===== config.mk =====
export PLATFORM = sky130hd
export DESIGN_NAME = control_fsm
export DESIGN_NICKNAME = d
export VERILOG_FILES = /design/src/rtl/control_fsm.sv
export SDC_FILE = /design/constraint.sdc
export NUM_CORES = 1
export LEC_CHECK = 0
export CAP_MARGIN = 10
export CORE_UTILIZATION = 40
export CTS_BUF_LIST = sky130_fd_sc_hd__clkbuf_4
export DETAILED_ROUTE_END_ITERATION = 16
export PLACE_DENSITY = 0.84
export SLEW_MARGIN = 5
export SYNTH_ARGS = -nofsm -noshare
export SYNTH_HDL_FRONTEND = slang
export SYNTH_SLANG_ARGS = --single-unit
export TNS_END_PERCENT = 5

===== constraint.sdc =====
create_clock -name clock -period 3 [get_ports clock]
set_input_delay 0.45 -clock clock [delete_from_list [all_inputs] [get_ports clock]]
set_output_delay 0.45 -clock clock [all_outputs]
set_load 0.01 [all_outputs]

===== src/rtl/control_fsm.sv =====
// control_fsm: multi-cycle datapath controller (Moore FSM).
// The opcode is sampled into r_op when leaving DECODE. All outputs decode from
// r_state and r_op only, so there is no combinational path from the opcode input.
// Ports:
//   clock, reset (async, active-high), opcode[5:0] - inputs
//   IRwrite, MemWrite, MemtoReg, RegWrite, PCwrite, PCwritecond, RegDst, branch,
//   regA_mux (1b); ALUsrcA, ALUsrcB, PCsource, Load (2b); ALUop (4b) - datapath controls
//   halted, illegal (1b); state[3:0] - status/debug
module control_fsm (
    input  logic       clock,
    input  logic       reset,
    input  logic [5:0] opcode,
    output logic       IRwrite,
    output logic       MemWrite,
    output logic       MemtoReg,
    output logic       RegWrite,
    output logic       PCwrite,
    output logic       PCwritecond,
    output logic       RegDst,
    output logic       branch,
    output logic       regA_mux,
    output logic [1:0] ALUsrcA,
    output logic [1:0] ALUsrcB,
    output logic [1:0] PCsource,
    output logic [1:0] Load,
    output logic [3:0] ALUop,
    output logic       halted,
    output logic       illegal,
    output logic [3:0] state
);

    localparam logic [3:0] ST_INIT   = 4'd0;
    localparam logic [3:0] ST_FETCH  = 4'd1;
    localparam logic [3:0] ST_DECODE = 4'd2;
    localparam logic [3:0] ST_EXEC_R = 4'd3;
    localparam logic [3:0] ST_EXEC_I = 4'd4;
    localparam logic [3:0] ST_ALU_WB = 4'd5;
    localparam logic [3:0] ST_MEM_RD = 4'd6;
    localparam logic [3:0] ST_MEM_WB = 4'd7;
    localparam logic [3:0] ST_MEM_WR = 4'd8;
    localparam logic [3:0] ST_BRANCH = 4'd9;
    localparam logic [3:0] ST_JUMP   = 4'd10;
    localparam logic [3:0] ST_HALT   = 4'd11;

    localparam logic [5:0] OP_ADD  = 6'b000000;
    localparam logic [5:0] OP_SUB  = 6'b000001;
    localparam logic [5:0] OP_AND  = 6'b000010;
    localparam logic [5:0] OP_OR   = 6'b000011;
    localparam logic [5:0] OP_XOR  = 6'b000100;
    localparam logic [5:0] OP_ADDI = 6'b001000;
    localparam logic [5:0] OP_ANDI = 6'b001001;
    localparam logic [5:0] OP_ORI  = 6'b001010;
    localparam logic [5:0] OP_LW   = 6'b100011;
    localparam logic [5:0] OP_SW   = 6'b101011;
    localparam logic [5:0] OP_BEQ  = 6'b010000;
    localparam logic [5:0] OP_BNE  = 6'b010001;
    localparam logic [5:0] OP_J    = 6'b010010;
    localparam logic [5:0] OP_HALT = 6'b111111;

    localparam logic [3:0] ALU_ADD = 4'd0;
    localparam logic [3:0] ALU_SUB = 4'd1;
    localparam logic [3:0] ALU_AND = 4'd2;
    localparam logic [3:0] ALU_OR  = 4'd3;
    localparam logic [3:0] ALU_XOR = 4'd4;

    logic [3:0] r_state;
    logic [5:0] r_op;
    logic       r_illegal;
    logic [3:0] w_next;
    logic       w_set_illegal;

    // Next-state logic; only DECODE looks at the live opcode input.
    always_comb begin
        w_next        = ST_HALT;
        w_set_illegal = 1'b0;
        case (r_state)
            ST_INIT:   w_next = ST_FETCH;
            ST_FETCH:  w_next = ST_DECODE;
            ST_DECODE: begin
                case (opcode)
                    OP_ADD, OP_SUB, OP_AND, OP_OR, OP_XOR: w_next = ST_EXEC_R;
                    OP_ADDI, OP_ANDI, OP_ORI:              w_next = ST_EXEC_I;
                    OP_LW:                                 w_next = ST_MEM_RD;
                    OP_SW:                                 w_next = ST_MEM_WR;
                    OP_BEQ, OP_BNE:                        w_next = ST_BRANCH;
                    OP_J:                                  w_next = ST_JUMP;
                    OP_HALT:                               w_next = ST_HALT;
                    default: begin
                        w_next        = ST_HALT;
                        w_set_illegal = 1'b1;
                    end
                endcase
            end
            ST_EXEC_R, ST_EXEC_I:                     w_next = ST_ALU_WB;
            ST_MEM_RD:                                w_next = ST_MEM_WB;
            ST_ALU_WB, ST_MEM_WB, ST_MEM_WR,
            ST_BRANCH, ST_JUMP:                       w_next = ST_FETCH;
            ST_HALT:                                  w_next = ST_HALT;
            default: begin
                // Unused encodings 12-15 trap to HALT.
                w_next        = ST_HALT;
                w_set_illegal = 1'b1;
            end
        endcase
    end

    always_ff @(posedge clock or posedge reset) begin
        if (reset) begin
            r_state   <= ST_INIT;
            r_op      <= 6'b000000;
            r_illegal <= 1'b0;
        end else begin
            r_state <= w_next;
            if (r_state == ST_DECODE) begin
                r_op <= opcode;
            end
            if (w_set_illegal) begin
                r_illegal <= 1'b1;
            end
        end
    end

    // Moore output decode from r_state and r_op.
    always_comb begin
        IRwrite     = 1'b0;
        MemWrite    = 1'b0;
        MemtoReg    = 1'b0;
        RegWrite    = 1'b0;
        PCwrite     = 1'b0;
        PCwritecond = 1'b0;
        RegDst      = 1'b0;
        branch      = 1'b0;
        regA_mux    = 1'b0;
        ALUsrcA     = 2'd0;
        ALUsrcB     = 2'd0;
        PCsource    = 2'd0;
        Load        = 2'd0;
        ALUop       = ALU_ADD;
        case (r_state)
            ST_FETCH: begin
                IRwrite = 1'b1;
                ALUsrcB = 2'd1;
                PCwrite = 1'b1;
            end
            ST_DECODE: begin
                ALUsrcB = 2'd2;
            end
            ST_EXEC_R: begin
                ALUsrcA = 2'd1;
                case (r_op)
                    OP_SUB:  ALUop = ALU_SUB;
                    OP_AND:  ALUop = ALU_AND;
                    OP_OR:   ALUop = ALU_OR;
                    OP_XOR:  ALUop = ALU_XOR;
                    default: ALUop = ALU_ADD;
                endcase
            end
            ST_EXEC_I: begin
                ALUsrcA = 2'd1;
                case (r_op)
                    OP_ANDI: begin
                        ALUsrcB = 2'd3;
                        ALUop   = ALU_AND;
                    end
                    OP_ORI: begin
                        ALUsrcB = 2'd3;
                        ALUop   = ALU_OR;
                    end
                    default: ALUsrcB = 2'd2;
                endcase
            end
            ST_ALU_WB: begin
                RegWrite = 1'b1;
                RegDst   = 1'b1;
            end
            ST_MEM_WB: begin
                RegWrite = 1'b1;
                MemtoReg = 1'b1;
            end
            ST_MEM_WR: begin
                MemWrite = 1'b1;
                regA_mux = 1'b1;
            end
            ST_BRANCH: begin
                ALUsrcA     = 2'd1;
                ALUop       = ALU_SUB;
                PCwritecond = 1'b1;
                PCsource    = 2'd1;
                branch      = (r_op == OP_BEQ);
            end
            ST_JUMP: begin
                PCwrite  = 1'b1;
                PCsource = 2'd2;
            end
            default: ;
        endcase
    end

    assign halted  = (r_state == ST_HALT);
    assign illegal = r_illegal | (r_state > ST_HALT);
    assign state   = r_state;

endmodule


After elaboration in Yosys (flattened, before gate mapping)
Index checks and enable logic that the tools add are counted.
{ "word_totals": {"wordCells": 68, "input_bits": 8, "regBits": 11, "out_inout_bits": 27} }
{ "op_classes": {"reduce_logical": 13, "n_bitwise": 1, "muxes": 19, "eq_ne": 31, "order_cmp": 1} }
{ "op_table": {"columns": ["cell", "count"], "rows": [
  ["== test 6 x 4 -> 1 bit (second input constant)", 5],
  ["== test 6 x 2 -> 1 bit (second input constant)", 4],
  ["== test 6 x 5 -> 1 bit (second input constant)", 4],
  ["one-hot mux 4 bit (6 select lines)", 1],
  ["one-hot mux 4 bit (5 select lines)", 1],
  ["== test 6 bit (second input constant)", 3],
  ["== test 4 x 3 -> 1 bit (second input constant)", 4],
  ["== test 4 bit (second input constant)", 4],
  ["OR reduction 14 bit", 1],
  ["== test 6 x 1 -> 1 bit (second input constant)", 2],
  ["== test 6 x 3 -> 1 bit (second input constant)", 2],
  ["one-hot mux 3 bit (4 select lines)", 1],
  ["two-way mux 1 bit", 11],
  ["OR reduction 11 bit", 1],
  ["OR reduction 2 bit", 5],
  ["one-hot mux 3 bit (3 select lines)", 1],
  ["== test 4 x 2 -> 1 bit (second input constant)", 2],
  ["one-hot mux 2 bit (2 select lines)", 2],
  ["zero test 6 bit", 1],
  ["one-hot mux 2 bit (3 select lines)", 1],
  ["OR reduction 3 bit", 2],
  ["OR reduction 6 bit", 1],
  ["OR reduction 5 bit", 1],
  ["== test 4 x 1 -> 1 bit (second input constant)", 1],
  ["other kinds (4)", 4]
]} }

Depth between registers and ports, before layout
Gate-level depths: netlist of run 1.
{ "logic_depth": {"depth_word": 4, "depth_mapped": 5, "mapped_depth_nobuf": 4} }

Worst setup path before layout of run 1
Ideal clock, no wire load.
{ "synth_path": {"path_kind": "flip-flop to output port", "startpoint": "reg r_state[1] (netlist: state[1])", "endpoint": "out ALUsrcB[0]", "stages_incl_launch_ff": 5, "slack_ps": 674, "t_required_ps": 2550, "t_arrival_ps": 1876, "cell_sequence": "dfrtp_1 > buf_6 > or4b_4 > or4_4 > o21ai_0"} }
{ "synth_between": {"elab_chain_len": 2} }
{ "synth_lines": {"columns": ["item", "line_no", "text"], "rows": [
  ["start: declaration", "66", "logic [3:0] r_state;"],
  ["start signal: assignment", "113", "r_state <= w_next;"],
  ["== test 4 x 3 -> 1 bit, or another cell as far along", "139", "case (r_state)"],
  ["one-hot mux 2 bit (3 select lines) (*)", "139", null],
  ["end: declaration", "23", "output logic [1:0] ALUsrcB,"]
]} }
Every way passes the cells marked *; elsewhere a longest branch is shown, timed or not.

Final worst setup path of run 1
{ "layout_path": {"startpoint": "reg r_state[0] (netlist: state[0])", "endpoint": "out ALUsrcB[0]"} }
The elaborated chain is that of the path after synthesis.

==> impl_results.md, run 1 <==
- Result of the run: completed
- Post-synth EDFFs: 0
- Post-placement cell area: ~1200 sq um
- Worst Max-Slew Pin Slew: 0.562 ns
- Effective utilization at floorplan: a little over two fifths
- Post-Route WL: 2.19 mm
- Diodes inserted: 0
- Achievable clock frequency: roughly 0.34 GHz
- Arr. time, crit path: 2.47 ns
- Vias per inst: roughly 5.6
- Worst Setup Start Kind: flop
- Maximum buffer depth of the clock tree: 2
- Number of cells upsized or downsized after cts: 0
- Yosys warnings: 0
- Commonest non-fill, non-tap cell in the layout: clkdlybuf4s50_1
- Post-synthesis cell count: 118
- Worst slew margin relative to its limit: between 60 and 70%
- Cts bufs inserted: 3
- Post-route fraction of the period consumed by the critical path: between 90% and 100%
- Min Tclk post-route: between 2 and 3 ns
- Final nets: between 150 and 200
- Number of antenna-violating nets in the routed design: 0
- Post-CTS Repair Setup Buffers: 0
- Post-synth top flop: dfrtp_1
- Core box area: about 2200 sq um
- Class of the most critical hold timing path: input port to asynchronous set/reset pin
- TritonRoute pass-1 iters: 4
- Global route overflow: 0
- Remaining routing DRC violations: 0
- Final Hold Vio Count: 0
- Total vias in the final route: ~960
- Die area: ~2600 sq um
- Netlist cell types: 44
- Proportion of synthesized chip area in sequential cells: approximately 29%
- Top fanout value on the critical path: 4
- Leakage Power: 0.543 nW
- Standard-cell rows: 17
- Most used cells in the layout excluding fill and tap cells: clkdlybuf4s50_1 (28), nor2_1 (14), dfrtp_1 (11), nand2_1 (9)
- I/O Pins: 35
- #FFs+latches synth: 11
- Fill cell instance count of the final layout: 225
- Later-pin clock latency in the skew report: between 0.2 and 0.3 ns
- Synth Cell Area: roughly 960 sq um
- Fraction of registers with async set/reset: 100%
- Final-report setup violation count: 0
- Cell Pwr Density: around 230 nW/um^2
- Area of all placed cells without fillers: approximately 1300 sq um
- Final number of max-transition violations: 0
- First-pass GRT wire length: about 3.6 mm
- Hold-fix buffers at CTS: 0
- Layout area overhead: 34.8%
- Final hold slack: around 0.46 ns
- Total global routing track utilization: between 10% and 20%
- Iteration-0 DRC Markers: 33
- Mean instance size in the synthesized netlist: a little over 8 sq um
- Maximum number of pins on one net before global-route repair: 15
- Overall die width: 50.9 um
- DR WL/cell: between 10 and 15 um
- CTS tree: built
- HPWL after detailed placement: 1.66 mm
- Clock tree root buffer cell: clkbuf_4
- Antenna violations before repair: 0
- Critical path capture point type: output pin
- PortBufs: 30
- Share of cells above drive strength 1: approximately 16%
- Required arrival time at the worst endpoint: 2.55 ns
- Total number of clock tree sinks: 11
- Final standard cell utilization of the core: 57.8%
- Vertical die dimension: slightly above 50 um
- Worst-case clock skew: about 0.0081 ns
- Worst-case vdd ir drop: approximately 0.17 mV
- Worst-path clk slew: around 0.07 ns
- Final weighted congestion of routability-driven global placement: roughly 0.86
- Number of global-route vias before repair: approximately 780
- Category of the critical setup timing path: flop to output pin
- H-tree depth reported by CTS: 1
- Number of max-capacitance violations reported: 0
[routing by layer]
metal | up-vias | GRT usage, % | share of wire [%]
li1 | 463 | - | -
met4 | 0 | 9.72 | 1.7
met2 | 45 | 27.0 | 50
met3 | 4 | 1.79 | 6.5
met5 | - | 0 | 0
met1 | 444 | 26.4 | 42
[power by group]
group | switching, mW | leakage (nW) | internal [mW]
Sequential | 0 | 0.128 | 0.148
Combinational | 0.0213 | 0.397 | 0.0148
Clock | 0.0511 | 0.0184 | 0.0606
[worst max-delay path, cell delays in order (launching register included)]
cell and delay [ns]:
dfrtp_1 0.38, or4b_4 0.55, or4_4 0.52, o21ai_0 0.19
clkdlybuf4s50_1 0.56
[area by class of cell]
cell class | count | area [sq um] | share of cell area, %
Clock buffer | 4 | 30.0 | 2.33
Inverter | 6 | 22.5 | 1.75
Multi-Input combinational cell | 88 | 592 | 45.9
Sequential cell | 11 | 275 | 21.3
Tap cell | 28 | 35.0 | 2.72
Timing Repair Buffer | 34 | 335 | 26.0
[Yosys cell counts (2+ instances only)]
master	count	share of area [%]
buf_4	6	4.7
clkbuf_1	7	2.7
mux2_2	6	7.1
inv_1	6	2.4
and2_1	2	1.3
nand4b_1	2	1.8
nor3_1	4	2.1
o21bai_1	2	1.6
nand2_1	9	3.5
dfrtp_1	11	29
a211oi_1	2	1.6
or4_1	2	1.6
a21oi_1	2	1.0
o21ai_0	5	2.6
nand2b_1	5	3.3
nor4_1	2	1.3
a31oi_1	2	1.3
xnor2_1	4	3.7
nor2_1	14	5.5
[worst paths after layout]
kind,startpoint,endpoint,slack (ns),depth (start not counted)
max,state[0],ALUsrcB[0],0.08,4
min,reset,r_op[5],0.46,2
max reg2reg,state[0],r_op[3],1.18,4
min reg2reg,r_illegal,r_illegal,0.56,2
max in group asynchronous,reset,r_op[4],2.24,2
min in group clock,r_illegal,r_illegal,0.56,2
[registers in the layout, indices dropped and copies added (netlist names)]
signal     cells
r_op           6
state          4
r_illegal      1
[logic make-up (layout without fill, tap and decap cells)]
kind of cell / Yosys count / count (layout) / synth area share (%)
DFF: 11 / 11 / 28.8
muxes: 6 / 6 / 7.06
AOI/OAI and AO/OA: 23 / 23 / 18.0
buffers and inverters: 22 / 44 / 11.9
other: 1 / 4 / 0.392
and+or+nand+nor: 51 / 51 / 30.2
xor gates and xnor gates: 4 / 4 / 3.66
[metrics by stage]
| step | setup TNS [ns] | power [mW] | instances | worst slack, ns |
|---|---|---|---|---|
| 5_1_grt | -0.00537 | 0.309 | 171 | -0.00537 |
| 3_5_place_dp | 0 | 0.187 | 167 | 0.330 |
| 6_report | 0 | 0.296 | 171 | 0.0829 |
| 4_1_cts | 0 | 0.299 | 171 | 0.0241 |
| 3_3_place_gp | 0 | 0.186 | 167 | 0.356 |
| 2_1_floorplan | 0 | 0.178 | 121 | 0.674 |
Note: power is estimated with default switching activity, not from simulation.
==> run 2, diff against run 1 <==
Settings changed: REMOVE_ABC_BUFFERS set to 1.
==> run 2 against run 1 <==
Worst hold slack got worse by 0.00072 ns; critical path type unchanged; sequential cell count unchanged; die area unchanged; sequential power about the same; non-clock buffer count unchanged; combinational power increased by 4%; largest cell class unchanged; global-route usage increased by 1.8 points; largest power group unchanged; cell count unchanged; count of clock-buffer cells in the layout decreased by 1; critical endpoint unchanged.
==> impl_results.md, run 2 (synthesis gave the netlist of run 1 again) <==
- Result of the run: completed (unchanged)
- Flip-flop count of the largest register after layout: 6 (unchanged)
- Most used cells in the layout excluding fill and tap cells: clkdlybuf4s50_1 (28), nor2_1 (14), dfrtp_1 (11), nand2_1 (9) (unchanged)
- Final weighted congestion of routability-driven global placement: 0.903 (was 0.858)
- Critical path origin: state[0] (unchanged)
- Number of antenna-violating nets in the routed design: 0 (unchanged)
- CTS tree: built (unchanged)
- Min Tclk post-route: 2.89 ns (was 2.92 ns)
- Category of the critical setup timing path: flop to output pin (unchanged)
- Worst-case clock skew: 0.000926 ns (was 0.00815 ns)
- I/O Pins: 35 (unchanged)
- Arr. time, crit path: 2.44 ns (was 2.47 ns)
- Maximum number of pins on one net before global-route repair: 15 (unchanged)
- Final-report setup violation count: 0 (unchanged)
- Later-pin clock latency in the skew report: 0.28 ns (was 0.27 ns)
- Worst Setup Start Kind: flop (unchanged)
- Total number of clock tree sinks: 11 (unchanged)
- Layout area overhead: 32.8% (was 34.8%)
- Diodes inserted: 0 (unchanged)
- Pint: 0.212 mW (was 0.224 mW)
- Share of cells above drive strength 1: 14.7% (was 16.1%)
- Switching Fraction: 26.8% (was 24.5%)
- Pwr Total: 0.290 mW (was 0.296 mW)
- Post-placement cell area: 1240 sq um (unchanged)
- Standard-cell rows: 17 (unchanged)
- Final hold slack: 0.459 ns (was 0.460 ns)
- CP delay by family, top: simple AND/OR/NAND/NOR gates (unchanged)
- Worst slew margin relative to its limit: 60.6% (was 62.3%)
- Fill cell instance count of the final layout: 211 (was 225)
- Post-CTS Repair Setup Buffers: 0 (unchanged)
- Effective utilization at floorplan: 42.9% (unchanged)
- Leakage Power: 0.527 nW (was 0.543 nW)
- Cell Chain, Critical Path: or4b_4 -> or4_4 -> o21ai_0 -> clkdlybuf4s50_1 (unchanged)
- Reg with most FFs: r_op (unchanged)
- Final Hold Vio Count: 0 (unchanged)
- Vias per inst: 5.50 (was 5.59)
- PortBufs: 30 (unchanged)
- Remaining routing DRC violations: 0 (unchanged)
- Number of global-route vias before repair: 886 (was 782)
- HPWL after detailed placement: 1.78 mm (was 1.66 mm)
- H-tree depth reported by CTS: 1 (unchanged)
- Die area: 2590 sq um (unchanged)
- Commonest non-fill, non-tap cell in the layout: clkdlybuf4s50_1 (unchanged)
- Top fanout value on the critical path: 4 (unchanged)
- Final standard cell utilization of the core: 56.9% (was 57.8%)
- Power share of the combinational group: 12.9% (was 12.2%)
- Slowest cell on the critical path: clkdlybuf4s50_1 (unchanged)
- Cts bufs inserted: 3 (unchanged)
- Class of the most critical hold timing path: input port to asynchronous set/reset pin (unchanged)
- Worst-case vdd ir drop: 0.204 mV (was 0.168 mV)
- Maximum buffer depth of the clock tree: 2 (unchanged)
- Register share of total power: 51.0% (was 50.1%)
- Vertical die dimension: 50.9 um (unchanged)
- Post-Route WL: 2.27 mm (was 2.19 mm)
- First-pass GRT wire length: 3.97 mm (was 3.57 mm)
- Area of all placed cells without fillers: 1270 sq um (was 1290 sq um)
- Overall die width: 50.9 um (unchanged)
- Required arrival time at the worst endpoint: 2.55 ns (about the same)
- Post-route fraction of the period consumed by the critical path: 96.2% (was 97.2%)
- Worst Max-Slew Pin Slew: 0.588 ns (was 0.562 ns)
- Antenna violations before repair: 0 (unchanged)
- Core box area: 2230 sq um (unchanged)
- Unrepaired setup endpoints after global routing: false
- Delay contributed by the slowest stage of the critical path: 0.55 ns (was 0.56 ns)
- Fraction of power consumed by the clock network: 36.1% (was 37.8%)
- Global route overflow: 0 (unchanged)
- TritonRoute pass-1 iters: 4 (unchanged)
- Final number of max-transition violations: 0 (unchanged)
- Setup TNS Final: 0 ns (unchanged)
- DR WL/cell: 13.2 um (was 12.8 um)
- Total global routing track utilization: 20.3% (was 18.4%)
- Final nets: 152 (unchanged)
- Worst-path clk slew: 0.07 ns (about the same)
- Critical path buffer and inverter count: 1 (unchanged)
- Sw power: 0.0777 mW (was 0.0724 mW)
- Number of max-capacitance violations reported: 0 (unchanged)
- Cell Pwr Density: 228 nW/um^2 (was 229 nW/um^2)
- Iteration-0 DRC Markers: 26 (was 33)
- Total vias in the final route: 940 (was 956)
- Critical path capture point type: output pin (unchanged)
- Worst flop-to-flop path startpoint: state[0] (unchanged)
- Achievable clock frequency: 0.347 GHz (was 0.343 GHz)
- Clock tree root buffer cell: clkbuf_4 (unchanged)
==> run 2: changes by cell type in the layout (fill, tap and decap cells not counted), sizes merged <==
cell,delta
clkinv,+1
dlygate4sd2,+1
dlymetal6s2s,-1
clkbuf,-1
==> run 2: metal layers <==
metal,part of all wire (%),global-route usage (%),up-vias,routed length [um]
met4,2.1,9.72,0,48
met1,44,24.4,433,997
li1,-,-,465,-
met3,4.5,1.79,5,102
met5,0,0,-,0
met2,49,35.7,37,1120
==> run 2: power by group through the flow <==
stage	sequential, mW	clock [mW]	combinational [mW]
floorplan	0.151	0	0.0157
global placement	0.151	0	0.0352
detailed placement	0.151	0	0.0371
CTS	0.148	0.108	0.0373
global route	0.148	0.111	0.0414
finish	0.148	0.105	0.0373
==> run 2: what timing repair did <==
action                                  4_1_cts  5_1_grt
endpoints found under the setup margin        1        1
gates resized for setup                       1        1
hold buffers                                  0        0
==> run 2: worst register-to-register path: stages (launching register included) <==
cell and delay (ns):
dfrtp_1 0.38, buf_4 0.18, or2b_1 0.28, nor3_2 0.47
mux2_2 0.40
==> run 2: path summary, 6_finish.rpt <==
path	endpoint	slack, ns	cells after the start
max	ALUsrcB[0]	0.11	4
min	r_illegal	0.46	2
max reg2reg	r_op[4]	1.18	4
min reg2reg	r_illegal	0.56	2
max in group asynchronous	r_op[1]	2.25	2
min in group clock	r_illegal	0.56	2
==> run 2: layout make-up <==
type / instances / area (sq um) / share of cell area, %
Clock buffer: 3 / 22.5 / 1.77
Timing Repair Buffer: 34 / 332 / 26.1
Multi-Input combinational cell: 88 / 579 / 45.6
Sequential cell: 11 / 275 / 21.7
Tap cell: 28 / 35.0 / 2.76
Inverter: 6 / 22.5 / 1.77
Clock inverter: 1 / 5.00 / 0.394
==> run 2: per-stage QoR <==
step | setup WS [ns] | std cells
final | 0.115 | 171
after global routing | 0.0166 | 171
after CTS | 0.0331 | 171
after detailed placement | 0.284 | 167
after global placement | 0.358 | 167
after floorplan | 0.658 | 105
==> run 3, diff against run 2 <==
Settings changed: ABC_AREA set to 1, PLACE_DENSITY 0.84 to 0.85.
==> run 3 against run 2 <==
Die area decreased by 4.9%; total power decreased by 1.6%; register-to-register slack improved by 0.53 ns; largest cell class unchanged; largest power group unchanged; critical path type unchanged; highest routed layer unchanged; combinational power decreased by 9.9%.
==> impl_results.md, run 3 <==
- Result of the run: completed (unchanged)
- Top fanout value on the critical path: 6 (was 4)
- PortBufs: 30 (unchanged)
- Number of instances in the placed design: 199 (was 167)
- Number of antenna-violating nets in the routed design: 0 (unchanged)
- Final number of max-transition violations: 0 (unchanged)
- Non-Filler Instances: 203 (was 171)
- Most common cell type on the critical path: nor2_1
- Hold-fix buffers at CTS: 0 (unchanged)
- Flip-flop count of the largest register after layout: 6 (unchanged)
- Remaining routing DRC violations: 0 (unchanged)
- Worst-case vdd ir drop: 0.147 mV (was 0.204 mV)
- Fraction of registers with async set/reset: 100% (unchanged)
- Maximum buffer depth of the clock tree: 2 (unchanged)
- Cell Chain, Critical Path: nor2_1 -> inv_2 -> nor2_1 -> inv_1 -> o21ai_0 -> clkdlybuf4s50_1 (was or4b_4 -> or4_4 -> o21ai_0 -> clkdlybuf4s50_1)
- Post-synthesis cell count: 146 (was 118)
- Vertical die dimension: 49.7 um (was 50.9 um)
- Antenna violations before repair: 0 (unchanged)
- Worst-path clk slew: 0.06 ns (was 0.07 ns)
- Core box area: 2040 sq um (was 2230 sq um)
- Placement Setup Slack: 0.935 ns (was 0.284 ns)
- Effective utilization at floorplan: 44.5% (was 42.9%)
- Standard-cell rows: 16 (was 17)
- Diodes inserted: 0 (unchanged)
- Post-synth EDFFs: 0 (unchanged)
- H-tree depth reported by CTS: 1 (unchanged)
- Vias per inst: 4.79 (was 5.50)
- Slowest cell on the critical path: clkdlybuf4s50_1 (unchanged)
- Unrepaired setup endpoints after global routing: false (unchanged)
- Cts bufs inserted: 3 (unchanged)
- Most common cell in the netlist: nand2_1 (was nor2_1)
- #FFs+latches synth: 11 (unchanged)
- Final hold slack: 0.475 ns (was 0.459 ns)
- Netlist cell types: 22 (was 44)
- Worst-case clock skew: 0.000606 ns (was 0.000926 ns)
- Post-route fraction of the period consumed by the critical path: 78.5% (was 96.2%)
- Clock tree root buffer cell: clkbuf_4 (unchanged)
- First-pass GRT wire length: 3.39 mm (was 3.97 mm)
- Delay contributed by the slowest stage of the critical path: 0.55 ns (about the same)
- Number of global-route vias before repair: 881 (was 886)
- Number of max-capacitance violations reported: 0 (unchanged)
- Share of the synthesized area in the top cell type: 30.3% (was 28.8%)
- Logic depth of the worst register-to-register path: 6 (was 4)
- Post-Route WL: 1.99 mm (was 2.27 mm)
- Global route overflow: 0 (unchanged)
- Maximum number of pins on one net before global-route repair: 18 (was 15)
- Category of the critical setup timing path: flop to output pin (unchanged)
- Total number of clock tree sinks: 11 (unchanged)
- Achievable clock frequency: 0.425 GHz (was 0.347 GHz)
- Yosys warnings: 0 (unchanged)
- Critical path capture point type: output pin (unchanged)
- Iteration-0 DRC Markers: 13 (was 26)
- Final nets: 185 (was 152)
- Arr. time, crit path: 1.91 ns (was 2.44 ns)
- Leading post-synthesis cells by cell area: dfrtp_1 (30%), nand2_1 (15%), nor2_1 (11%) (was dfrtp_1 (29%), mux2_2 (7.1%), nor2_1 (5.5%))
- CP delay by family, top: buffers and inverters (was simple AND/OR/NAND/NOR gates)
- Critical path buffer and inverter count: 3 (was 1)
- CTS tree: built (unchanged)
- Share of cells above drive strength 1: 9.66% (was 14.7%)
- Most used cells in the layout excluding fill and tap cells: nand2_1 (37), clkdlybuf4s50_1 (30), nor2_1 (27), inv_1 (21), dfrtp_1 (11) (was clkdlybuf4s50_1 (28), nor2_1 (14), dfrtp_1 (11), nand2_1 (9))
- Layout area overhead: 35.1% (was 32.8%)
- Post-synth top flop: dfrtp_1 (unchanged)
- Number of cells upsized or downsized after cts: 0 (was 1)
- Worst Setup Start Kind: flop (unchanged)
- Total number of cells along the worst setup path: 6 (was 4)
- TritonRoute pass-1 iters: 5 (was 4)
- Reg with most FFs: r_op (unchanged)
- Die area: 2470 sq um (was 2590 sq um)
- Fill cell instance count of the final layout: 191 (was 211)
- Total vias in the final route: 973 (was 940)
- I/O Pins: 35 (unchanged)
- Proportion of synthesized chip area in sequential cells: 30.3% (was 28.8%)
- Total global routing track utilization: 17.9% (was 20.3%)
- Post-CTS Repair Setup Buffers: 0 (unchanged)
- Later-pin clock latency in the skew report: 0.26 ns (was 0.28 ns)
- Class of the most critical hold timing path: input port to asynchronous set/reset pin (unchanged)
- Final weighted congestion of routability-driven global placement: 0.848 (was 0.903)
- Final-report setup violation count: 0 (unchanged)
- Required arrival time at the worst endpoint: 2.55 ns (about the same)
- Synth Cell Area: 908 sq um (was 957 sq um)
- Min Tclk post-route: 2.36 ns (was 2.89 ns)
- Overall die width: 49.7 um (was 50.9 um)
- DR WL/cell: 9.82 um (was 13.2 um)
- Final standard cell utilization of the core: 60.1% (was 56.9%)
- Commonest non-fill, non-tap cell in the layout: nand2_1 (was clkdlybuf4s50_1)
- Worst Setup Slack, final: 0.644 ns (was 0.115 ns)
- Yosys top cell by area: dfrtp_1 (unchanged)
- HPWL after detailed placement: 1.73 mm (was 1.78 mm)
- Leakage Power: 0.599 nW (was 0.527 nW)
- Setup TNS Final: 0 ns (unchanged)
- Final Hold Vio Count: 0 (unchanged)
- Cell Pwr Density: 233 nW/um^2 (was 228 nW/um^2)
- Mean instance size in the synthesized netlist: 6.22 sq um (was 8.11 sq um)
- Most used standard cells in the synthesized netlist: nand2_1 (37), nor2_1 (27), inv_1 (21), dfrtp_1 (11), nand3_1 (9) (was nor2_1 (14), dfrtp_1 (11), nand2_1 (9), clkbuf_1 (7))
[run 3: cell types whose count changed in the layout (fill, tap and decap cells not counted), sizes merged, moves of 5 or more]
cell	change
mux2	-6
o21ai	+6
nand2b	-5
inv	+18
nor2	+18
nand3	+8
nand2	+29
[run 3: layout make-up]
cell class              count  area [sq um]  area share [%]
clock buffers               4          30.0            2.45
well taps                  27          33.8            2.75
multi-input cells         107           498            40.6
inverters                  24          90.1            7.34
flip-flops and latches     11           275            22.4
repair buffers             30           300            24.5
[run 3: per-layer routing]
| metal | vias to the layer above | share of wire, % | track usage [%] |
|---|---|---|---|
| met1 | 413 | 40 | 18.7 |
| met2 | 51 | 52 | 33.3 |
| met4 | 0 | 1.7 | 10.0 |
| met3 | 4 | 6.2 | 2.78 |
| met5 | - | 0 | 0 |
| li1 | 505 | - | - |
[run 3: stage by stage]
stage,power (mW),instance area [sq um]
CTS,0.289,1230
floorplan,0.169,863
global placement,0.183,1200
detailed placement,0.184,1200
global route,0.300,1230
finish,0.286,1230
[run 3: kinds of logic after synthesis]
family          share of synthesized area (%)
simple gates                             43.3
buf+inv                                  16.1
compound gates                           9.92
flops                                    30.3
other cells                             0.413
[run 3: where the power goes]
part	leakage [nW]	total, mW	switching, mW	internal, mW
Combinational	0.479	0.0336	0.0205	0.0131
Sequential	0.101	0.148	0	0.148
Clock	0.0184	0.104	0.0433	0.0604
Total	0.599	0.286	0.0638	0.222
[run 3: final timing paths]
| check | start | slack (ns) | to |
|---|---|---|---|
| setup / recovery | state[3] | 0.64 | PCwrite |
| hold reg to reg | r_illegal | 0.48 | r_illegal |
| max in group asynchronous | reset | 2.25 | r_illegal |
| hold / removal | reset | 0.48 | r_op[3] |
| setup reg to reg | state[3] | 1.71 | r_op[2] |
| min in group clock | r_illegal | 0.48 | r_illegal |
